`src/rtl/alu_issue_stage.sv`:
```
// alu_issue_stage
//   ID/EX issue stage feeding the ALU. Decodes opcode/funct3/funct7 into a
//   4-bit ALU operation, selects operands A/B and presents them under a
//   valid/ready handshake. A one-entry skid buffer behind the main output
//   register absorbs back-pressure without losing or reordering beats.
//
// Ports
//   clk, reset             rising-edge clock, asynchronous active-low reset
//   Opcode_i/Funct3_i/Funct7_i  instruction fields to decode
//   Rd_i                   destination index carried with the beat
//   Rs1_Data_i/Rs2_Data_i  register-file read data
//   Imm_i                  sign-extended immediate (LUI: instr[31:12] in [19:0])
//   In_Valid_i/In_Ready_o  upstream handshake
//   Flush_i                synchronous kill of all held beats
//   ALU_Operation_o, A_o, B_o, Rd_o, Illegal_o  registered output beat
//   Out_Valid_o/Out_Ready_i  downstream handshake
//   Issued_Count_o         wrapping count of output transfers
module alu_issue_stage #(
  parameter int unsigned DATA_WIDTH = 32,
  parameter int unsigned CNT_WIDTH  = 16
) (
  input  logic                  clk,
  input  logic                  reset,
  input  logic [6:0]            Opcode_i,
  input  logic [2:0]            Funct3_i,
  input  logic [6:0]            Funct7_i,
  input  logic [4:0]            Rd_i,
  input  logic [DATA_WIDTH-1:0] Rs1_Data_i,
  input  logic [DATA_WIDTH-1:0] Rs2_Data_i,
  input  logic [DATA_WIDTH-1:0] Imm_i,
  input  logic                  In_Valid_i,
  output logic                  In_Ready_o,
  input  logic                  Flush_i,
  output logic [3:0]            ALU_Operation_o,
  output logic [DATA_WIDTH-1:0] A_o,
  output logic [DATA_WIDTH-1:0] B_o,
  output logic [4:0]            Rd_o,
  output logic                  Illegal_o,
  output logic                  Out_Valid_o,
  input  logic                  Out_Ready_i,
  output logic [CNT_WIDTH-1:0]  Issued_Count_o
);

  typedef enum logic [3:0] {
    ALU_ADD     = 4'b0000,
    ALU_LUI     = 4'b0001,
    ALU_ORI     = 4'b0010,
    ALU_SLLI    = 4'b0011,
    ALU_SRLI    = 4'b0100,
    ALU_SUB     = 4'b0101,
    ALU_ILLEGAL = 4'b1111
  } alu_op_e;

  typedef struct packed {
    alu_op_e               op;
    logic [DATA_WIDTH-1:0] a;
    logic [DATA_WIDTH-1:0] b;
    logic [4:0]            rd;
    logic                  ill;
  } beat_t;

  localparam logic [6:0] OPC_R     = 7'b0110011;
  localparam logic [6:0] OPC_I     = 7'b0010011;
  localparam logic [6:0] OPC_LUI   = 7'b0110111;
  localparam logic [6:0] OPC_LOAD  = 7'b0000011;
  localparam logic [6:0] OPC_STORE = 7'b0100011;

  beat_t                 dec;
  beat_t                 main_q, main_d;
  beat_t                 skid_q, skid_d;
  logic                  main_vld_q, main_vld_d;
  logic                  skid_vld_q, skid_vld_d;
  logic [CNT_WIDTH-1:0]  cnt_q, cnt_d;
  logic                  in_xfer, out_xfer;

  // Decode the incoming instruction into the stored beat format.
  always_comb begin
    dec     = '0;
    dec.op  = ALU_ILLEGAL;
    dec.rd  = Rd_i;
    unique case (Opcode_i)
      OPC_R: begin
        if (Funct3_i == 3'b000 && Funct7_i == 7'b0000000) dec.op = ALU_ADD;
        else if (Funct3_i == 3'b000 && Funct7_i == 7'b0100000) dec.op = ALU_SUB;
      end
      OPC_I: begin
        if (Funct3_i == 3'b000) dec.op = ALU_ADD;
        else if (Funct3_i == 3'b110) dec.op = ALU_ORI;
        else if (Funct3_i == 3'b001 && Funct7_i == 7'b0000000) dec.op = ALU_SLLI;
        else if (Funct3_i == 3'b101 && Funct7_i == 7'b0000000) dec.op = ALU_SRLI;
      end
      OPC_LUI:              dec.op = ALU_LUI;
      OPC_LOAD, OPC_STORE:  dec.op = ALU_ADD;
      default:              dec.op = ALU_ILLEGAL;
    endcase
    if (dec.op == ALU_ILLEGAL) begin
      dec.ill = 1'b1;
    end else begin
      dec.a = (dec.op == ALU_LUI) ? '0 : Rs1_Data_i;
      dec.b = (Opcode_i == OPC_R) ? Rs2_Data_i : Imm_i;
    end
  end

  assign in_xfer  = In_Valid_i & ~skid_vld_q;
  assign out_xfer = main_vld_q & Out_Ready_i;

  // Skid invariant: skid only holds a beat while main is full, so whenever
  // main frees up it drains the skid first, and no beat can arrive then
  // (In_Ready_o is low while the skid is full).
  always_comb begin
    main_d     = main_q;
    skid_d     = skid_q;
    main_vld_d = main_vld_q;
    skid_vld_d = skid_vld_q;
    cnt_d      = cnt_q + {{(CNT_WIDTH-1){1'b0}}, out_xfer};
    if (Flush_i) begin
      main_vld_d = 1'b0;
      skid_vld_d = 1'b0;
    end else if (!main_vld_q || out_xfer) begin
      if (skid_vld_q) begin
        main_d     = skid_q;
        main_vld_d = 1'b1;
        skid_vld_d = 1'b0;
      end else if (in_xfer) begin
        main_d     = dec;
        main_vld_d = 1'b1;
      end else begin
        main_vld_d = 1'b0;
      end
    end else if (in_xfer) begin
      skid_d     = dec;
      skid_vld_d = 1'b1;
    end
  end

  always_ff @(posedge clk or negedge reset) begin
    if (!reset) begin
      main_q     <= '0;
      skid_q     <= '0;
      main_vld_q <= 1'b0;
      skid_vld_q <= 1'b0;
      cnt_q      <= '0;
    end else begin
      main_q     <= main_d;
      skid_q     <= skid_d;
      main_vld_q <= main_vld_d;
      skid_vld_q <= skid_vld_d;
      cnt_q      <= cnt_d;
    end
  end

  assign In_Ready_o      = ~skid_vld_q;
  assign Out_Valid_o     = main_vld_q;
  assign ALU_Operation_o = main_q.op;
  assign A_o             = main_q.a;
  assign B_o             = main_q.b;
  assign Rd_o            = main_q.rd;
  assign Illegal_o       = main_q.ill;
  assign Issued_Count_o  = cnt_q;

endmodule
```
`config.mk`:
```
export PLATFORM = sky130hd
export DESIGN_NAME = alu_issue_stage
export DESIGN_NICKNAME = d
export VERILOG_FILES = /design/src/rtl/alu_issue_stage.sv
export SDC_FILE = /design/constraint.sdc
export NUM_CORES = 1
export LEC_CHECK = 0
export BUFFER_PORTS_ARGS = -buffer_cell sky130_fd_sc_hd__buf_2
export CORE_MARGIN = 2
export CORE_UTILIZATION = 53
export CTS_CLUSTER_SIZE = 25
export DETAILED_ROUTE_END_ITERATION = 8
export PLACE_DENSITY_LB_ADDON = 0.08
export REMOVE_ABC_BUFFERS = 1
export SLEW_MARGIN = 20
export SYNTH_ARGS = -nofsm -noshare
export SYNTH_HDL_FRONTEND = slang
export SYNTH_SLANG_ARGS = --single-unit
```
`constraint.sdc`:
```
create_clock -name clk -period 2.2 [get_ports clk]
set_input_delay 0.55 -clock clk [delete_from_list [all_inputs] [get_ports clk]]
set_output_delay 0.55 -clock clk [all_outputs]
set_load 0.01 [all_outputs]
```
==> flow_summary.ini <==
[yosys]
synthFlopType = dfrtp_1
ys_ff_latch = 166
synth.cell_area_um2 = 7970
async_reset_ff_share_pct = 100
yosysWarnings = 0
synth_top_family_by_area = simple AND/OR/NAND/NOR gates
yosysSeqAreaShare_pct = 52.1
ys_types = 49
synth_edf_count = 0
synth-compound-area-share_pct = 18.1
synth_xor_area_share_pct = 1.65
synth_area_leader_cell = dfrtp_1
synthAdderAreaFrac_pct = 0.314
syn_area_per_cell_um2 = 10.2
synth_mux_area_share_pct = 4.93
synth_top_area_share_pct = 52.1
yosys.area_share.simple_pct = 18.7
synthTopCellsByArea = dfrtp_1 52%, nand2_1 8.5%, mux2i_1 4.6%, nor4b_1 4.5%, o31ai_1 4.1%
synth_cells = 784

[worst_setup_path]
r2r_setup_slack_ns = 0.28
reg2reg_from = Out_Valid_o
cp_max_fo = 18
worstSetupStartpointType = register
critPathKind = reg -> out
r2r_cells = 5
crit_arrival_ns = 1.38
end_kind = output pin
r2r-end = B_o[9]
required_ns = 1.65

[timing]
tightestPinTransition_ns = 0.552
skew_ns = 0.00625
slew_headroom_pct = 63.1
whs_ns = 0.0376
setup_viol = 0
final.period_utilization_pct = 87.6
rsz0062_at_grt = no
final_max_slew_viol_count = 0
hold_viol = 0
max_freq_mhz = 519
period_minus_slack_ns = 1.93

[die]
num_rows = 44
die_y_um = 127
initial_core_util_pct = 54.6
io_pins = 215
core_um2 = 14600
die_area_um2 = 16000
die_w_um = 127

[detailed_routing]
dr.pass1.iters = 5
drtAntennaViolNets = 0
drc = 0
vias = 6882
drtIter0Drc = 441
route.final.wire_length_mm = 21.2
wl_per_cell_um = 17.8
via_per_inst = 5.79

[clocking]
cts.sinks = 166
cts_tree = yes
cts_max_path_buffers = 2
cts_buffers = 17
hold_buffers = 0
clock_latency_ns = 0.43
htree_levels = 4
clk_root_buffer_cell = clkbuf_16
cts_resized = 0
clkTransAtPathRegs_ns = 0.06
post-cts-setup-buffer-count = 0

[global_routing]
grt_pass1_wl_mm = 34.4
grt_pass1_vias = 6808
antenna_found_initial = 0
globalRouteTotalUtil_pct = 26.8
grt_max_degree = 52
overflow = 0

[pwr]
p_leak_nw = 4.66
p_sw_share_pct = 23.8
clkPwrFrac_pct = 44.9
p_int_mw = 5.67
peakVddDrop_mv = 0.523
seq_power_share_pct = 44.5
p_switching_mw = 1.77
powerDensity_nw_per_um2 = 737
comb_power_share_pct = 10.6

[min_path]
hp-class = in -> async

[job]
maxCapViolations = 0

[layout]
nNetsFinal = 1117
area_growth_pct = 26.6
fin_util_pct = 69.2
layout-drive-gt1-share_pct = 34.2

[placement]
place.gp.congestion = 0.867
dp_hpwl_mm = 14.5
portBuffers = 214

[status]
status = completed
[placed cells by master (no fill, tap or decap), types with 9 or more instances in the layout]
cell / count
clkbuf_16: 17
buf_2: 213
nor4b_1: 41
o31ai_1: 44
nand3_1: 26
o211ai_2: 19
o21ai_1: 41
buf_12: 9
buf_4: 35
xnor2_1: 11
dfrtp_1: 166
nand2_1: 178
o31ai_2: 20
nor2_1: 9
a21oi_1: 48
mux2i_1: 37
[per-layer routing]
layer  share of wire (%)  GRT usage [%]  vias up
met3                 5.9           5.36       33
met4                 1.9           9.70        0
met2                  49           44.0      255
met1                  43           35.6     3375
met5                   0              0        -
li1                    -              -     3219
[synthesized netlist by cell type (5+ instances only)]
library cell and count:
nand2_1 180, buf_6 5, nor4b_1 41, a21oi_1 48, o21ai_1 41, nor3_1 5
nor2_1 10, nand4_1 6, buf_2 14, clkbuf_1 45, o21ai_0 6, nand3_1 26
and2_1 6, dfrtp_1 166, mux2i_1 37, o31ai_2 20, xnor2_1 11, o211ai_2 19
o31ai_1 44
[worst max-delay path, stage by stage (launching register included)]
cell	delay [ns]
dfrtp_1	0.44
clkinv_1	0.08
buf_4	0.24
buf_2	0.18
[cell families after synthesis]
kind of cell / after synthesis
flops: 166
mux: 39
fa+ha+maj: 2
compound gates: 195
buf+inv: 71
simple gates: 296
xor+xnor: 15
[through the flow]
| stage | total power, mW | std cells | TNS (ns) | area (um2) | worst slack (ns) |
|---|---|---|---|---|---|
| 2_1_floorplan | 3.67 | 715 | -312.62 | 7640 | -2.70 |
| 3_3_place_gp | 4.12 | 1157 | 0 | 9430 | 0.0334 |
| 3_5_place_dp | 4.16 | 1157 | -0.0420 | 9430 | -0.00919 |
| 4_1_cts | 7.49 | 1188 | 0 | 10100 | 0.264 |
| 5_1_grt | 7.71 | 1188 | 0 | 10100 | 0.159 |
| 6_report | 7.45 | 1189 | 0 | 10100 | 0.274 |
[registers in the layout, indices dropped and copies added (netlist names)]
signal,flops
ALU_Operation_o,4
Out_Valid_o,1
Rd_o,5
A_o,32
skid_q,74
B_o,32
Illegal_o,1
skid_vld_q,1
Issued_Count_o,16
[area by class of cell]
class / instances / area, um2
repair buffers: 258 / 1520
multi-input cells: 547 / 3520
clock inverters: 8 / 168
fillers: 1121 / 4490
clock buffers: 23 / 498
well taps: 184 / 230
flip-flops and latches: 166 / 4150
inverters: 2 / 7.51
diodes: 1 / 2.50
[power groups by stage]
stage                     Sequential, mW  Clock [mW]  Combinational, mW
after floorplan                     3.39           0              0.280
after global placement              3.36           0              0.766
after detailed placement            3.37           0              0.789
after CTS                           3.31        3.38              0.794
after global routing                3.33        3.51              0.867
final                               3.31        3.35              0.786
[how the worst max path moves through the flow]
stage / startpoint / endpoint / slack [ns]
2_1_floorplan: Out_Ready_i / skid_q[72] / -2.70
3_3_place_gp: Opcode_i[6] / ALU_Operation_o[3] / 0.03
3_5_place_dp: Opcode_i[6] / B_o[26] / -0.009
4_1_cts: skid_vld_q / In_Ready_o / 0.26
5_1_grt: skid_vld_q / ALU_Operation_o[0] / 0.16
6_report: skid_vld_q / In_Ready_o / 0.27
(Power assumes the default switching activity.)
